===== src/rtl/rle_pkg.sv =====
// ---------------------------------------------------------------------------
// rle_pkg
// Shared definitions for the run-length tokenizer:
//   - rle_state_e : tokenizer FSM states (IDLE / RUN / FLUSH)
//   - TOK_SHORT_W : bit length of a literal token {flag, byte}
//   - tok_long_w  : bit length of a run token {flag, byte, run field}
//   - LIT_FLAG / RUN_FLAG : leading flag bit of each token kind
//   - VB_W        : width of the valid_bits length field
// ---------------------------------------------------------------------------
package rle_pkg;

   typedef enum logic [1:0] {
      IDLE  = 2'd0,
      RUN   = 2'd1,
      FLUSH = 2'd2
   } rle_state_e;

   localparam int   TOK_SHORT_W = 9;
   localparam int   VB_W        = 7;
   localparam logic LIT_FLAG    = 1'b0;
   localparam logic RUN_FLAG    = 1'b1;

   // Run token length: literal part plus the run-count field.
   function automatic logic [VB_W-1:0] tok_long_w(input int run_w);
      return VB_W'(TOK_SHORT_W + run_w);
   endfunction

endpackage


===== src/rtl/rle_tokenizer_if.sv =====
// ---------------------------------------------------------------------------
// rle_tokenizer_if
// Byte-in / token-out bundle of the tokenizer.
//   in_data[7:0]   : input byte
//   in_valid       : in_data valid this cycle
//   in_last        : byte is the last of its message (qualified by in_valid)
//   in_ready       : tokenizer accepts a byte this cycle
//   stall          : packer is not sampling; tokenizer outputs hold
//   data_out[63:0] : right-aligned token code, MSB transmitted first
//   valid_bits[6:0]: token length in bits, 0 = no token
//   msg_fin        : token is the last of its message
// master = byte source / packer side, slave = tokenizer.
// ---------------------------------------------------------------------------
interface rle_tokenizer_if;
   import rle_pkg::*;

   logic [7:0]      in_data;
   logic            in_valid;
   logic            in_last;
   logic            in_ready;
   logic            stall;
   logic [63:0]     data_out;
   logic [VB_W-1:0] valid_bits;
   logic            msg_fin;

   modport master (
      output in_data, in_valid, in_last, stall,
      input  in_ready, data_out, valid_bits, msg_fin
   );

   modport slave (
      input  in_data, in_valid, in_last, stall,
      output in_ready, data_out, valid_bits, msg_fin
   );

endinterface


===== src/rtl/rle_token_fmt.sv =====
// ---------------------------------------------------------------------------
// rle_token_fmt
// Combinational token formatter: (byte, run length) -> (code, length).
//   i_byte[7:0]      : run byte
//   i_cnt[RUN_W:0]   : run length L (1..2**RUN_W+1)
//   o_code[63:0]     : right-aligned token, zero above o_len
//   o_len[6:0]       : token length in bits
// L==1 -> {LIT_FLAG, byte}           (9 bits)
// L>=2 -> {RUN_FLAG, byte, L-2}      (9+RUN_W bits)
// ---------------------------------------------------------------------------
module rle_token_fmt
   import rle_pkg::*;
#(
   parameter int RUN_W = 8
) (
   input  logic [7:0]      i_byte,
   input  logic [RUN_W:0]  i_cnt,
   output logic [63:0]     o_code,
   output logic [VB_W-1:0] o_len
);

   localparam int              CNT_W     = RUN_W + 1;
   localparam logic [VB_W-1:0] LEN_SHORT = VB_W'(TOK_SHORT_W);
   localparam logic [VB_W-1:0] LEN_LONG  = tok_long_w(RUN_W);
   localparam logic [CNT_W-1:0] CNT_TWO  = CNT_W'(2);

   logic [RUN_W-1:0] w_field;

   // Run field stores L-2 so a full RUN_W-bit field reaches 2**RUN_W+1.
   assign w_field = RUN_W'(i_cnt - CNT_TWO);

   // Select literal or run token layout from the run length.
   always_comb begin
      o_code = 64'd0;
      o_len  = LEN_SHORT;
      if (i_cnt >= CNT_TWO) begin
         o_code = 64'({RUN_FLAG, i_byte, w_field});
         o_len  = LEN_LONG;
      end else begin
         o_code = 64'({LIT_FLAG, i_byte});
         o_len  = LEN_SHORT;
      end
   end

endmodule


===== src/rtl/rle_tokenizer.sv =====
// ---------------------------------------------------------------------------
// rle_tokenizer
// Run-length front end of the compression path. Collapses repeated input
// bytes into literal/run tokens and presents one token per cycle in the
// packer's data_out / valid_bits / msg_fin format.
//   clk  : single rising-edge clock
//   rst  : synchronous active-high reset (overrides stall)
//   bus  : rle_tokenizer_if.slave (byte input handshake + token output)
// RUN_W (2..8) sets the run field width; longest run is 2**RUN_W+1.
// Outputs are registered: a token caused by the byte accepted in cycle N
// is visible in N+1; a FLUSH token (break on the last byte) in N+2.
// ---------------------------------------------------------------------------
module rle_tokenizer
   import rle_pkg::*;
#(
   parameter int RUN_W = 8
) (
   input logic            clk,
   input logic            rst,
   rle_tokenizer_if.slave bus
);

   localparam int               CNT_W   = RUN_W + 1;
   localparam int               MAX_RUN = (2 ** RUN_W) + 1;
   localparam logic [CNT_W-1:0] CNT_ONE = CNT_W'(1);
   localparam logic [CNT_W-1:0] CNT_MAX = CNT_W'(MAX_RUN);

   rle_state_e       r_state;
   rle_state_e       w_state_nxt;
   logic [7:0]       r_cur_byte;
   logic [7:0]       w_byte_nxt;
   logic [CNT_W-1:0] r_cnt;
   logic [CNT_W-1:0] w_cnt_nxt;
   logic [CNT_W-1:0] w_cnt_inc;
   logic [63:0]      r_data_out;
   logic [63:0]      w_data_nxt;
   logic [VB_W-1:0]  r_valid_bits;
   logic [VB_W-1:0]  w_vb_nxt;
   logic             r_msg_fin;
   logic             w_fin_nxt;
   logic             w_emit;
   logic             w_in_ready;
   logic             w_accept;
   logic             w_extend;
   logic [7:0]       w_fmt_byte;
   logic [CNT_W-1:0] w_fmt_cnt;
   logic [63:0]      w_fmt_code;
   logic [VB_W-1:0]  w_fmt_len;

   // No byte is taken in FLUSH: the pending single-byte run must leave first.
   assign w_in_ready = !bus.stall && (r_state != FLUSH);
   assign w_accept   = bus.in_valid && w_in_ready;
   assign w_cnt_inc  = r_cnt + CNT_ONE;
   // A run only grows on an exact byte match below the maximum length.
   assign w_extend   = (bus.in_data == r_cur_byte) && (r_cnt < CNT_MAX);

   rle_token_fmt #(
      .RUN_W (RUN_W)
   ) u_fmt (
      .i_byte (w_fmt_byte),
      .i_cnt  (w_fmt_cnt),
      .o_code (w_fmt_code),
      .o_len  (w_fmt_len)
   );

   // Next-state, run bookkeeping and token selection.
   always_comb begin
      w_state_nxt = r_state;
      w_byte_nxt  = r_cur_byte;
      w_cnt_nxt   = r_cnt;
      w_emit      = 1'b0;
      w_fin_nxt   = 1'b0;
      w_fmt_byte  = r_cur_byte;
      w_fmt_cnt   = r_cnt;
      case (r_state)
         IDLE: begin
            if (w_accept) begin
               w_byte_nxt = bus.in_data;
               w_cnt_nxt  = CNT_ONE;
               if (bus.in_last) begin
                  // One-byte message: literal straight out.
                  w_emit      = 1'b1;
                  w_fin_nxt   = 1'b1;
                  w_fmt_byte  = bus.in_data;
                  w_fmt_cnt   = CNT_ONE;
                  w_state_nxt = IDLE;
               end else begin
                  w_state_nxt = RUN;
               end
            end else begin
               w_state_nxt = IDLE;
            end
         end
         RUN: begin
            if (w_accept) begin
               if (w_extend) begin
                  w_cnt_nxt = w_cnt_inc;
                  if (bus.in_last) begin
                     // Last byte joins the run: emit the grown run as final.
                     w_emit      = 1'b1;
                     w_fin_nxt   = 1'b1;
                     w_fmt_cnt   = w_cnt_inc;
                     w_state_nxt = IDLE;
                  end else begin
                     w_state_nxt = RUN;
                  end
               end else begin
                  // Break or full run: flush the current run, start anew.
                  w_emit     = 1'b1;
                  w_fin_nxt  = 1'b0;
                  w_byte_nxt = bus.in_data;
                  w_cnt_nxt  = CNT_ONE;
                  if (bus.in_last) begin
                     w_state_nxt = FLUSH;
                  end else begin
                     w_state_nxt = RUN;
                  end
               end
            end else begin
               w_state_nxt = RUN;
            end
         end
         FLUSH: begin
            w_emit      = 1'b1;
            w_fin_nxt   = 1'b1;
            w_state_nxt = IDLE;
         end
         default: begin
            w_state_nxt = IDLE;
            w_cnt_nxt   = {CNT_W{1'b0}};
            w_byte_nxt  = 8'd0;
         end
      endcase
   end

   // Idle cycles drive an all-zero token.
   assign w_data_nxt = w_emit ? w_fmt_code : 64'd0;
   assign w_vb_nxt   = w_emit ? w_fmt_len  : {VB_W{1'b0}};

   // State and output registers; frozen while the packer stalls.
   always_ff @(posedge clk) begin
      if (rst) begin
         r_state      <= IDLE;
         r_cur_byte   <= 8'd0;
         r_cnt        <= {CNT_W{1'b0}};
         r_data_out   <= 64'd0;
         r_valid_bits <= {VB_W{1'b0}};
         r_msg_fin    <= 1'b0;
      end else if (!bus.stall) begin
         r_state      <= w_state_nxt;
         r_cur_byte   <= w_byte_nxt;
         r_cnt        <= w_cnt_nxt;
         r_data_out   <= w_data_nxt;
         r_valid_bits <= w_vb_nxt;
         r_msg_fin    <= w_fin_nxt & w_emit;
      end
   end

   assign bus.in_ready   = w_in_ready;
   assign bus.data_out   = r_data_out;
   assign bus.valid_bits = r_valid_bits;
   assign bus.msg_fin    = r_msg_fin;

endmodule


===== src/flat_wrapper.sv =====
// flat-port wrapper written by rule: the top's interface ports become plain ports
module rle_tokenizer_flat import rle_pkg::*;
#(
   parameter int RUN_W = 8
)
  (clk, rst, bus_in_data, bus_in_valid, bus_in_last, bus_stall, bus_in_ready, bus_data_out, bus_valid_bits, bus_msg_fin);
  rle_tokenizer_if bus_i ();
  input logic clk;
  input logic rst;
  input wire logic [$bits(bus_i.in_data)-1:0] bus_in_data;
  input wire logic [$bits(bus_i.in_valid)-1:0] bus_in_valid;
  input wire logic [$bits(bus_i.in_last)-1:0] bus_in_last;
  input wire logic [$bits(bus_i.stall)-1:0] bus_stall;
  output wire logic [$bits(bus_i.in_ready)-1:0] bus_in_ready;
  output wire logic [$bits(bus_i.data_out)-1:0] bus_data_out;
  output wire logic [$bits(bus_i.valid_bits)-1:0] bus_valid_bits;
  output wire logic [$bits(bus_i.msg_fin)-1:0] bus_msg_fin;
  assign bus_i.in_data = bus_in_data;
  assign bus_i.in_valid = bus_in_valid;
  assign bus_i.in_last = bus_in_last;
  assign bus_i.stall = bus_stall;
  assign bus_in_ready = bus_i.in_ready;
  assign bus_data_out = bus_i.data_out;
  assign bus_valid_bits = bus_i.valid_bits;
  assign bus_msg_fin = bus_i.msg_fin;
  rle_tokenizer #(.RUN_W(RUN_W)) u_core (.clk(clk), .rst(rst), .bus(bus_i));
endmodule

===== config.mk =====
export PLATFORM = sky130hd
export DESIGN_NAME = rle_tokenizer_flat
export DESIGN_NICKNAME = d
export VERILOG_FILES = /design/src/rtl/rle_pkg.sv /design/src/rtl/rle_tokenizer_if.sv /design/src/rtl/rle_token_fmt.sv /design/src/rtl/rle_tokenizer.sv /design/src/flat_wrapper.sv
export SDC_FILE = /design/constraint.sdc
export NUM_CORES = 1
export LEC_CHECK = 0
export ABC_AREA = 1
export CAP_MARGIN = 30
export CELL_PAD_IN_SITES_DETAIL_PLACEMENT = 1
export CELL_PAD_IN_SITES_GLOBAL_PLACEMENT = 2
export CORE_MARGIN = 4
export CORE_UTILIZATION = 34
export DETAILED_ROUTE_END_ITERATION = 8
export HOLD_SLACK_MARGIN = 0.06
export PLACE_DENSITY = 0.95
export SYNTH_ARGS = -nofsm -noshare
export SYNTH_HDL_FRONTEND = slang
export SYNTH_HIERARCHICAL = 1
export SYNTH_SLANG_ARGS = --single-unit

===== constraint.sdc =====
create_clock -name clk -period 4.9 [get_ports clk]
set_input_delay 0.98 -clock clk [delete_from_list [all_inputs] [get_ports clk]]
set_output_delay 0.98 -clock clk [all_outputs]
set_load 0.05 [all_outputs]

==> flow_summary.yaml, run 1 <==
grt:
  overflow: 0
  antenna_found_initial: 0
  grt_first_pass_wirelength_mm: 25.83
  grt_pass1_vias: 5355
  grt_start_max_net_pins: 93
  grtUsageTotal_pct: 15.63
critical_path:
  cp-end-kind: "flip-flop"
  critPathMaxFanout: 10
  cp-startpoint: "bus_in_data[7]"
  start_kind: "input pin"
  r2r-start: "u_core/r_state[0]"
  r2r_cells: 20
  critPathKind: "input pin to flip-flop"
  arrival_ns: 3.96
  reg2reg_to: "u_core/bus.data_out[5]"
  rrSetupSlack_ns: 1.82
  critPathRequiredTime_ns: 5.12
finish:
  postLayoutCellArea_um2: 6928
  drive_above_1_share_pct: 22.14
  nNetsFinal: 937
  antennaDiodeCount: 0
  multiInputGateArea_um2: 3143
  fillCellCount: 2224
  seq_area_um2: 1822
  area_delta_synth_final_pct: 13.32
drt:
  vias: 5018
  drtPass1Iterations: 4
  drt-total-wl_mm: 14.99
  ant_nets: 0
  drtIter0Drc: 138
  routedWlPerCell_um: 13.02
  drc: 0
  vias_per_cell: 4.360
sta:
  tightest_slew_ns: 0.8771
  setup_violations: 0
  fin_crit_sh_pct: 76.35
  rsz0062_at_grt: "no"
  max_freq_ghz: 0.2673
  skew_ns: 0.01046
  finalMaxSlewViolations: 0
  period_minus_slack_ns: 3.741
  final_hold_viol_count: 0
  slew_headroom_pct: 41.53
  whs_ns: 0.4756
  tns_ns: 0
status:
  outcome: "completed"
clock_tree:
  cts_hold_buf: 0
  htreeDepth: 3
  cts_buffers: 9
  cts_tree: "yes"
  post_cts_buffers: 0
  cts_buffer_depth: 2
  cts.sinks: 91
  cts_resized: 0
  root_buffer: "clkbuf_16"
  clk_pin_slew_ns: 0.07
  worstSkewPairLatency_ns: 0.35
logic_synthesis:
  yosys.area_share.simple_pct: 32.54
  async_flop_share_pct: 0
  yosys.area.top_type: "dfxtp_1"
  synth_xor_area_share_pct: 0.8596
  yosysMostFrequentCell: "nand2_1"
  synthMuxAreaShare_pct: 0
  seq_area_frac_synth_pct: 29.80
  mappedNetlistArea_um2: 6113
  synth_compound_area_share_pct: 14.20
  yosysTopAreaCellShare_pct: 29.80
  synth_area_leaders: "dfxtp_1 (30%), nand2_1 (12%), a21oi_2 (10%)"
  synth_top_family_by_area: "simple AND/OR/NAND/NOR gates"
  yosys-top-cells-count: "nand2_1 (189), inv_1 (126), nor2_1 (93), dfxtp_1 (91), nand2_2 (74)"
  synth_fa_ha_area_share_pct: 0.6140
  synth_ff_type: "dfxtp_1"
  synth_area_per_cell_um2: 7.100
  synth_edf_count: 0
  synth-seq-cells: 91
  syn_inst: 861
  synth.distinct_cells: 39
  ys_warn_count: 6
power_and_ir_drop:
  intPower_w: 0.001216
  leakage_nw: 2.559
  combPwrFrac_pct: 14.7
  switching_power_w: 0.0005147
  clock_power_share_pct: 41.1
  finalPower_w: 0.001730
  swShare_pct: 29.74
  ir_drop_v: 0.0001542
  power.share.sequential_pct: 44.2
  power.density_nw_per_um2: 249.8
placed_design:
  postPlaceCellArea_um2: 6629
  gp_congestion: 0.8408
  dp_hpwl_mm: 10.62
  port-buffer-count: 85
hold_path:
  worstHoldPathCells: 2
  min_to: "u_core/bus.data_out[19]"
  min_from: "u_core/bus.data_out[19]"
  hold_path.class: "flip-flop to flip-flop"
die:
  initial_core_util_pct: 34.98
  fp.coreArea_um2: 17480
  rows: 48
  die_width_um: 142.1
  die_h_um: 142.1
  ios: 86
  dieArea_um2: 20190
job:
  maxCapViolCount: 0
[sequential cells by signal, summed over array words and instances (netlist names)]
register               flops
u_core/bus.msg_fin         1
u_core/r_cnt               9
u_core/bus.data_out       64
u_core/r_state             2
u_core/r_cur_byte          8
u_core/bus.valid_bits      7
[per-layer routing]
layer / GRT usage [%] / part of all wire (%) / vias to the layer above
met5: 0 / 0 / -
li1: - / - / 2607
met1: 20.00 / 48 / 2331
met4: 4.798 / 1.7 / 0
met2: 26.29 / 47 / 61
met3: 3.461 / 3.6 / 19
[area by class of cell]
type	instances	area share, %
Timing Repair Buffer	88	12.53
Clock buffer	12	3.847
Tap cell	225	4.064
Sequential cell	91	26.30
Inverter	135	7.423
Multi-Input combinational cell	596	45.37
Clock inverter	4	0.4696
[stage by stage]
step / cells / setup slack (ns) / utilization, %
2_1_floorplan: 911 / 1.544 / -
3_3_place_gp: 1135 / 0.8756 / 37.93
3_5_place_dp: 1135 / 0.7935 / 37.93
4_1_cts: 1151 / 1.162 / 39.64
5_1_grt: 1151 / 0.7865 / 39.64
6_report: 1151 / 1.159 / 39.64
[critical path, stage by stage]
cell,delay (ns)
clkdlybuf4s50_1,0.52
inv_1,0.07
nand2_1,0.05
nand2_1,0.05
nor2_1,0.12
nand2_1,0.11
nor2_4,0.16
nand3_1,0.17
nand2_1,0.18
nand2_1,0.12
nand2_1,0.07
nand2_1,0.06
inv_1,0.13
ha_1,0.24
nand2_2,0.10
nor2_4,0.23
nand2_4,0.15
nand2_1,0.09
nand2_1,0.08
inv_1,0.07
nor2_1,0.04
nand2_2,0.11
a21oi_2,0.06
[power groups by stage]
stage	Combinational, W	Sequential (W)	Clock (W)
final	0.000255	0.000765	0.000711
after global routing	0.000284	0.000767	0.000767
after CTS	0.000256	0.000765	0.000742
after detailed placement	0.000255	0.000782	0
after global placement	0.000254	0.000782	0
after floorplan	0.000210	0.000815	0
[worst max-delay path by stage]
stage	to	slack, ns	depth (start not counted)
after floorplan	u_core/bus.valid_bits[3]	1.54	18
after global placement	u_core/bus.data_out[15]	0.88	23
after CTS	u_core/bus.data_out[10]	1.16	23
after detailed placement	u_core/bus.data_out[10]	0.79	23
after global routing	u_core/bus.valid_bits[3]	0.79	22
final	u_core/bus.data_out[5]	1.16	23
[cell families (layout without fill, tap and decap cells)]
kind of cell | Yosys count | in the layout
other | 2 | 52
DFF | 91 | 91
adders and majority gates | 3 | 3
buffers and inverters | 224 | 239
and+or+nand+nor | 423 | 423
xor gates and xnor gates | 6 | 6
AOI/OAI and AO/OA | 112 | 112
[cell usage in the layout (no fill, tap or decap), types with 3 or more instances in the layout]
cell,count
clkdlybuf4s50_1,83
a21oi_1,11
conb_1,52
nand2_2,74
nand2_4,3
clkbuf_16,9
clkbuf_8,3
inv_2,8
nor2_2,12
o21ai_1,11
nor3_1,4
nand2_1,189
buf_4,5
ha_1,3
nand4_1,3
o21ai_0,13
nand3_1,31
xor2_1,6
a21oi_2,70
nor2_1,93
dfxtp_1,91
nor2_4,8
inv_1,126
Note: power is estimated with default switching activity, not from simulation.
==> run 2: changes to the inputs <==
--- a/config.mk
+++ b/config.mk
@@ -10,10 +10,10 @@
 export CELL_PAD_IN_SITES_DETAIL_PLACEMENT = 1
 export CELL_PAD_IN_SITES_GLOBAL_PLACEMENT = 2
 export CORE_MARGIN = 4
-export CORE_UTILIZATION = 34
+export CORE_UTILIZATION = 32
 export DETAILED_ROUTE_END_ITERATION = 8
 export HOLD_SLACK_MARGIN = 0.06
-export PLACE_DENSITY = 0.95
+export PLACE_DENSITY = 0.93
 export SYNTH_ARGS = -nofsm -noshare
 export SYNTH_HDL_FRONTEND = slang
 export SYNTH_HIERARCHICAL = 1
==> constraint.sdc (replaced) <==
create_clock -name clk -period 3.68 [get_ports clk]
set_input_delay 0.736 -clock clk [delete_from_list [all_inputs] [get_ports clk]]
set_output_delay 0.736 -clock clk [all_outputs]
set_load 0.05 [all_outputs]
==> flow_summary.yaml, run 2 (synthesis results as in run 1) <==
status:
  outcome: "completed"
sta:
  tns_ns: 0
  period_minus_slack_ns: 3.268
  tightest_slew_ns: 0.7226
  skew_ns: 0.005194
  rsz0062_at_grt: "no"
  whs_ns: 0.4660
  setup_violations: 0
  finalMaxSlewViolations: 0
  fin_crit_sh_pct: 88.81
  slew_headroom_pct: 51.83
  max_freq_ghz: 0.3060
  final_hold_viol_count: 0
power_and_ir_drop:
  power.density_nw_per_um2: 326.8
  leakage_nw: 2.606
  ir_drop_v: 0.0001949
grt:
  grt_first_pass_wirelength_mm: 26.01
  grt_start_max_net_pins: 75
  antenna_found_initial: 0
  overflow: 0
  grtUsageTotal_pct: 14.74
  grt_pass1_vias: 5272
finish:
  nNetsFinal: 947
  finalNonFillerCells: 1169
  largest_reg_flops: 64
  postLayoutCellArea_um2: 7012
  area_delta_synth_final_pct: 14.69
  utilization_pct: 37.36
  final_common_cell: "nand2_1"
  drive_above_1_share_pct: 22.67
  antennaDiodeCount: 0
  layout_common_cells: "nand2_1 (189), inv_1 (126), nor2_1 (93)"
placed_design:
  gp_congestion: 0.8815
  place_inst: 1154
  postPlaceCellArea_um2: 6728
  port-buffer-count: 85
  dp_hpwl_mm: 10.71
clock_tree:
  clk_pin_slew_ns: 0.06
  cts_buffer_depth: 2
  cts_buffers: 9
  root_buffer: "clkbuf_16"
  cts_resized: 0
  cts.sinks: 91
  cts_tree: "yes"
  htreeDepth: 3
  cts_hold_buf: 0
  post_cts_buffers: 0
  worstSkewPairLatency_ns: 0.35
die:
  dieArea_um2: 21380
  die_h_um: 146.2
  ios: 86
  rows: 50
  fp.coreArea_um2: 18770
  die_width_um: 146.2
  initial_core_util_pct: 32.57
drt:
  drtPass1Iterations: 4
  vias: 5037
  drc: 0
  vias_per_cell: 4.309
  ant_nets: 0
  routedWlPerCell_um: 12.89
  drt-total-wl_mm: 15.07
  drtIter0Drc: 250
critical_path:
  r2r_cells: 19
  arrival_ns: 3.54
  critPathRequiredTime_ns: 3.95
  cp_common_cell: "nand2_1"
  rrSetupSlack_ns: 0.76
  cpLargestDelayFamily: "simple AND/OR/NAND/NOR gates"
  crit_chain: "clkdlybuf4s50_1 -> inv_1 -> nand2_1 -> nand2_1 -> nor2_1 -> nand2_1 -> nor2_4 -> nand3_1 -> nand2_1 -> nand2_1 -> nand2_1 -> nand2_1 -> inv_1 -> ha_1 -> nand2_2 -> nor2_4 -> buf_4 -> nand3_1 -> nand2_1 -> inv_1 -> nor2_1 -> nand2_2 -> a21oi_2"
  critPathKind: "input pin to flip-flop"
  critPathMaxFanout: 7
  start_kind: "input pin"
  critPathBufInv: 5
  cp-end-kind: "flip-flop"
  slowest_stage: "clkdlybuf4s50_1"
  max_stage_delay_ns: 0.52
  r2r-start: "u_core/r_state[1]"
  reg2reg_to: "u_core/bus.data_out[3]"
hold_path:
  worstHoldPathCells: 2
  min_to: "u_core/bus.data_out[19]"
  min_from: "u_core/bus.data_out[19]"
  hold_path.class: "flip-flop to flip-flop"
job:
  maxCapViolCount: 0
==> run 2: changes by cell type in the layout (fill, tap and decap cells not counted) <==
cell,change
buf_4,+9
clkinvlp_4,-1
clkinv_4,-1
buf_12,+1
clkbuf_1,+2
bufinv_16,+1
clkinv_2,+1
clkbuf_8,-3
==> run 2: metal layers <==
metal | part of all wire, % | global-route usage (%) | routed length, um | up-vias
met3 | 4.0 | 4.345 | 603 | 19
li1 | - | - | - | 2626
met2 | 47 | 24.50 | 7095 | 66
met4 | 2.0 | 4.139 | 297 | 0
met5 | 0 | 0 | 0 | -
met1 | 47 | 18.63 | 7072 | 2326
==> run 2: worst max path at each step <==
stage	from	end	slack, ns	cells past startpoint
after global routing	bus_in_data[5]	u_core/bus.data_out[3]	0.06	23
final	bus_in_data[5]	u_core/bus.data_out[3]	0.41	23
after detailed placement	bus_in_data[5]	u_core/bus.data_out[4]	0.06	23
after floorplan	bus_stall	u_core/bus.valid_bits[3]	0.57	18
after CTS	bus_in_data[5]	u_core/bus.data_out[3]	0.40	23
after global placement	bus_in_data[4]	u_core/bus.data_out[10]	0.14	23
==> run 2: final cells by class <==
type,count,area (um^2)
multi-input combinational,596,3143
timing repair buffer,98,955.9
tap,234,292.8
sequential,91,1822
clock buffer,11,232.7
fill,2423,11760
clock inverter,4,51.30
inverter,135,514.2
==> run 2: worst reg2reg max path: stages, from the launching register on <==
cell and delay (ns):
dfxtp_1 0.44, a21oi_4 0.26, nand2_4 0.12, nor2_4 0.23
o21ai_0 0.15, inv_1 0.15, nand2_1 0.12, nand2_1 0.08
nand2_1 0.06, inv_1 0.09, ha_1 0.23, nand2_2 0.10
nor2_4 0.14, buf_4 0.16, nand3_1 0.08, nand2_1 0.08
inv_1 0.04, nor2_1 0.10, nand2_2 0.07, a21oi_2 0.15
==> run 2: report_power, final <==
part / total (W) / switching [W] / internal (W)
Clock: 0.000930 / 0.000405 / 0.000525
Sequential: 0.00102 / 0.0000145 / 0.00100
Combinational: 0.000342 / 0.000241 / 0.000101
==> run 2: metrics by stage <==
step	worst slack, ns	power [W]
after detailed placement	0.06095	0.001385
after floorplan	0.5680	0.001364
after global routing	0.06404	0.002415
final	0.4117	0.002291
after CTS	0.4045	0.002338
after global placement	0.1399	0.001382
==> variant 1 (settings of run 1) <==
Re-encode `rle_state_e` (3 states) as one-hot, 3 bits wide.
--- a/src/rtl/rle_pkg.sv
+++ b/src/rtl/rle_pkg.sv
@@ -9,10 +9,10 @@
 // ---------------------------------------------------------------------------
 package rle_pkg;
 
-   typedef enum logic [1:0] {
-      IDLE  = 2'd0,
-      RUN   = 2'd1,
-      FLUSH = 2'd2
+   typedef enum logic [2:0] {
+      IDLE  = 3'b001,
+      RUN   = 3'b010,
+      FLUSH = 3'b100
    } rle_state_e;
 
    localparam int   TOK_SHORT_W = 9;
Function: same outputs for any inputs over 4 cycles, from zero or initial values and one cycle with rst high; so few cycles prove little.
==> variant 1 against run 1 <==
Synthesized area fell by 1.7%. Sequential cell count rose by 1. Count of clock-buffer cells in the layout fell by 2. Final area rose by 1.4%. Setup slack improved by 0.067 ns. Sequential share of layout area fell by 0.090 points. Total power rose by 3.1%. Wire length fell by 0.47%. Synthesized cell count fell by 0.23%. Via count barely moved. Critical path type unchanged. Largest power group is now the clock network. Highest routed layer unchanged.
==> variant 1: results (changes against run 1) <==
* Post-Route WL at 14900 um (was 15000 um)
* HPWL after detailed placement at 10400 um (was 10600 um)
* Number of synthesis warnings at 6 (unchanged)
* Slew headroom at 39.0% (was 41.5%)
* Post-place setup slack at 0.852 ns (was 0.794 ns)
* First-pass GRT wire length at 25600 um (was 25800 um)
* Vias at 5019 (was 5018)
* Commonest cells in the netlist: nand2_1, inv_1, nor2_1 (unchanged)
* # fillers at 2210 (was 2224)
* WP data arrival at 3.90 ns (was 3.96 ns)
* Post-CTS Resized at 0 (unchanged)
* Number of placed instances, taps included at 1134 (was 1135)
* Vias per cell at 4.36 (about the same)
* Largest net degree at the start of global routing at 88 (was 93)
* Peak VDD IR at 154 uV (about the same)
* Share of cells above drive strength 1 at 22.7% (was 22.1%)
* Clock Tree Buf Depth at 2 (unchanged)
* Max reg flops at 64 (unchanged)
* CTS clk-pin slew, worst paths at 0.07 ns (about the same)
* Avg Inst Size Synth at 7.00 um2 (was 7.10 um2)
* Drt first pass iters at 4 (unchanged)
* Nets at 936 (was 937)
* Post-CTS setup buffers at 0 (unchanged)
* Gp weighted congestion at 0.882 (was 0.841)
* Area post-placement at 6690 um2 (was 6630 um2)
* Top FF cell, synth: dfxtp_1 (unchanged)
* Slowest CP cell: clkdlybuf4s50_1 (unchanged)
* I/O Buffers at 85 (unchanged)
* Status: complete, no violations (unchanged)
* Critical path fanouts, max at 10 (unchanged)
* H-tree depth at 3 (unchanged)
* Clk_lat worst skew at 0.35 ns (about the same)
* Synth top area cells: dfxtp_1, nand2_1, a21oi_2, inv_1, nand2_2 (unchanged)
* Clock skew at 0.00633 ns (was 0.0105 ns)
* Total GRT Usage at 15.7% (was 15.6%)
* Distinct cell type count after synthesis at 37 (was 39)
* Vias in the first global route at 5192 (was 5355)
* CTS Root Cell: clkbuf_16 (unchanged)
* Ant diodes at 0 (unchanged)
* Worst Hold Class: register to register (unchanged)
* Post-synth ARST share at 0% (unchanged)
* Largest stage delay on the critical path at 0.54 ns (was 0.52 ns)
* CTS Buf Count at 9 (unchanged)
* Sequential fraction of the synthesis area at 30.6% (was 29.8%)
* Initial DRC count at 204 (was 138)
* Largest delay share family, worst path: simple AND/OR/NAND/NOR gates (unchanged)
* Startpoint Class: primary input (unchanged)
* Initial antenna violation count at 0 (unchanged)
* Leak at 0.00255 uW (was 0.00256 uW)
variant 1: path summary, 6_finish.rpt:
kind / start / to / slack, ns / cells after the start
worst max-delay path: bus_in_data[7] / u_core/bus.data_out[13] / 1.23 / 23
worst min-delay path: u_core/bus.data_out[20] / u_core/bus.data_out[20] / 0.46 / 2
worst max register to register: u_core/r_cnt[0] / u_core/bus.data_out[13] / 1.91 / 22
worst min register to register: u_core/bus.data_out[20] / u_core/bus.data_out[20] / 0.46 / 2
variant 1: cell type report:
class	count	share of cell area [%]
multi-input combinational	597	45.4
sequential	92	26.2
clock buffer	10	3.40
inverter	132	7.28
tap	225	4.01
timing repair buffer	88	12.4
clock inverter	6	1.35
variant 1: tightest hold or removal path, cell delays in order, from the launching register on:
cell     delay, ns
dfxtp_1       0.31
nand2_1       0.05
a21oi_1       0.05
variant 1: metal layers:
metal  vias to the layer above  wire length, um  global-route usage, %
met5                         -                0                      0
met4                         0              151                   3.88
met1                      2335             7210                   20.4
met3                         8              693                   3.87
li1                       2612                -                      -
met2                        64             6870                   26.3
variant 1: power breakdown:
group          total [uW]  switching, uW  leakage (uW)  internal (uW)
sequential            765           7.07      0.000743            758
combinational         224            160       0.00165           64.0
clock                 794            327      0.000157            467
variant 1: cells by family (layout without fill, tap and decap cells):
kind of cell / Yosys count / in the layout / synth area share (%)
xor+xnor: 6 / 6 / 0.874
flops: 92 / 92 / 30.6
simple gates: 418 / 418 / 33.2
buf+inv: 220 / 236 / 19.4
other cells: 2 / 52 / 0.125
compound gates: 118 / 118 / 15.2
fa+ha+maj: 3 / 3 / 0.625
variant 1: per-stage QoR:
stage	hold slack [ns]	total power [uW]	util, %
CTS	0.463	1820	40.6
floorplan	0.457	989	-
finish	0.460	1780	40.6
global route	0.499	1880	40.6
global placement	0.446	1010	38.7
detailed placement	0.453	1010	38.7
==> variant 2 (settings of run 1) <==
Without the edit above. `RUN_W` is set to 8 in 3 places; all go to 7. Comments in the files are not updated.
--- a/src/rtl/rle_token_fmt.sv
+++ b/src/rtl/rle_token_fmt.sv
@@ -11,7 +11,7 @@
 module rle_token_fmt
    import rle_pkg::*;
 #(
-   parameter int RUN_W = 8
+   parameter int RUN_W = 7
 ) (
    input  logic [7:0]      i_byte,
    input  logic [RUN_W:0]  i_cnt,
--- a/src/rtl/rle_tokenizer.sv
+++ b/src/rtl/rle_tokenizer.sv
@@ -13,7 +13,7 @@
 module rle_tokenizer
    import rle_pkg::*;
 #(
-   parameter int RUN_W = 8
+   parameter int RUN_W = 7
 ) (
    input logic            clk,
    input logic            rst,
--- a/src/flat_wrapper.sv
+++ b/src/flat_wrapper.sv
@@ -1,7 +1,7 @@
 // flat-port wrapper written by rule: the top's interface ports become plain ports
 module rle_tokenizer_flat import rle_pkg::*;
 #(
-   parameter int RUN_W = 8
+   parameter int RUN_W = 7
 )
   (clk, rst, bus_in_data, bus_in_valid, bus_in_last, bus_stall, bus_in_ready, bus_data_out, bus_valid_bits, bus_msg_fin);
   rle_tokenizer_if bus_i ();
Check against the original RTL: not equivalent (a bounded check fails within 4 cycles, from zero or initial values and one cycle with rst high).
==> variant 2 against run 1 <==
Total power is 1.5% lower. Final area is 8.4% lower. Clock power is 0.7% lower. Sequential cell count is 1 lower. Clock skew is 0.0035 ns lower. Setup slack better by 0.15 ns. Via count is 13% lower. Utilization is 0.16 points higher. Wire length is 6.8% lower. Synthesized area is 9.0% lower. Critical endpoint unchanged.
==> variant 2: results (changes against run 1) <==
* Peak VDD IR at 149 uV (was 154 uV)
* H-tree depth at 3 (unchanged)
* # fillers at 1948 (was 2224)
* Area post-placement at 6050 um2 (was 6630 um2)
* Share of cells above drive strength 1 at 25.5% (was 22.1%)
* Adder-Cell Fraction of Synth Area at 0.900% (was 0.614%)
* Clock Tree Buf Depth at 2 (unchanged)
* Worst R2R Start: u_core/r_state[1] (was u_core/r_state[0])
* Synth Area in XOR/XNOR at 0.630% (was 0.860%)
* Total GRT Usage at 15.8% (was 15.6%)
* Clock skew at 0.00698 ns (was 0.0105 ns)
* Vias in the first global route at 4691 (was 5355)
* CTS clk-pin slew, worst paths at 0.06 ns
* Status: complete, no violations (unchanged)
* Post-place setup slack at 0.974 ns (was 0.794 ns)
* Synth top area cells: dfxtp_1, nand3_2, a21oi_2, nand2_1, buf_4 (was dfxtp_1, nand2_1, a21oi_2, inv_1, nand2_2)
* Distinct cell type count after synthesis at 39 (unchanged)
* WHS Endpoint: u_core/r_cnt[7] (was u_core/bus.data_out[19])
* RR Endpoint: u_core/bus.data_out[5] (unchanged)
* Post-synth ARST share at 0% (unchanged)
* Critical path fanouts, max at 16 (was 10)
* Ant diodes at 0 (unchanged)
* Number of placed instances, taps included at 930 (was 1135)
* CTS Buf Count at 9 (unchanged)
* Final Slew Violations at 0 (unchanged)
* Worst Hold Class: register to register (unchanged)
* CTS Root Cell: clkbuf_16 (unchanged)
* Flop-to-flop setup slack at 1.70 ns (was 1.82 ns)
* I/O Buffers at 85 (unchanged)
* Drt first pass iters at 4 (unchanged)
* Max reg flops at 64 (unchanged)
* Vias per cell at 4.62 (was 4.36)
* Hold path start: u_core/r_cnt[7] (was u_core/bus.data_out[19])
* WP data arrival at 3.86 ns (was 3.96 ns)
* Worst hold slack at 0.473 ns (was 0.476 ns)
* Initial DRC count at 99 (was 138)
* Post-CTS setup buffers at 0 (unchanged)
* Number of synthesis warnings at 6 (unchanged)
* HPWL after detailed placement at 9700 um (was 10600 um)
* Avg Inst Size Synth at 8.36 um2 (was 7.10 um2)
* Commonest cells in the netlist: nand2_1, dfxtp_1, nand3_2 (was nand2_1, inv_1, nor2_1)
* Largest delay share family, worst path: simple AND/OR/NAND/NOR gates (unchanged)
* FF+latch area at 1800 um2 (was 1820 um2)
* Post-Route WL at 14000 um (was 15000 um)
* Gp weighted congestion at 0.894 (was 0.841)
* First-pass GRT wire length at 23500 um (was 25800 um)
* Cells on worst reg2reg path at 16 (was 20)
* Post-synthesis mux area share at 0% (unchanged)
* Post-CTS Resized at 0 (unchanged)
* Largest net degree at the start of global routing at 75 (was 93)
* Per-cell routed wire length at 14.8 um (was 13.0 um)
* Slew @ Worst Pin at 0.808 ns (was 0.877 ns)
* Nets at 742 (was 937)
* Leak at 0.00214 uW (was 0.00256 uW)
* Clk_lat worst skew at 0.34 ns
* Synth Area in Compound Gates at 15.6% (was 14.2%)
* Sequential fraction of the synthesis area at 32.4% (was 29.8%)
variant 2: changes by cell type in the layout (fill, tap and decap cells not counted), sizes merged, moves of 3 or more:
cell | before | now
nand3 | 33 | 88
a211oi | 0 | 3
inv | 136 | 54
nor2 | 113 | 39
nor3 | 6 | 3
nand2 | 267 | 169
variant 2: cell type report:
class / instances / area share (%)
clock buffer: 12 / 3.88
clock inverter: 4 / 0.808
inverter: 54 / 3.31
multi-input combinational: 482 / 45.7
sequential: 90 / 28.4
tap: 216 / 4.26
timing repair buffer: 88 / 13.6
variant 2: worst max path at each step:
| stage | start | endpoint | slack (ns) |
|---|---|---|---|
| finish | bus_in_data[4] | u_core/bus.data_out[5] | 1.31 |
| global route | bus_stall | u_core/bus.data_out[5] | 0.96 |
| CTS | bus_stall | u_core/bus.data_out[5] | 1.30 |
| detailed placement | bus_stall | u_core/bus.data_out[0] | 0.97 |
| global placement | bus_stall | u_core/bus.data_out[7] | 1.12 |
| floorplan | bus_in_data[4] | u_core/bus.data_out[5] | 2.06 |
variant 2: kinds of logic (layout without fill, tap and decap cells):
kind of cell,after synthesis,after routing
flops,90,90
xor+xnor,4,4
compound gates,116,116
simple gates,306,306
fa+ha+maj,4,4
buf+inv,144,158
other cells,1,52
variant 2: power by group:
part | switching (uW) | internal, uW
Sequential | 11.9 | 747
Combinational | 174 | 63.9
Clock | 296 | 410
Total | 482 | 1220
variant 2: worst min-delay path, stage by stage, from the launching register on:
cell and delay (ns):
dfxtp_1 0.31, nand2_1 0.06, a21oi_1 0.06
variant 2: per-layer routing:
metal	up-vias	track usage [%]	part of all wire (%)
met5	-	0	0
met4	0	4.31	1.2
met3	11	3.96	4.3
met2	73	27.3	50
met1	2126	19.7	44
li1	2161	-	-
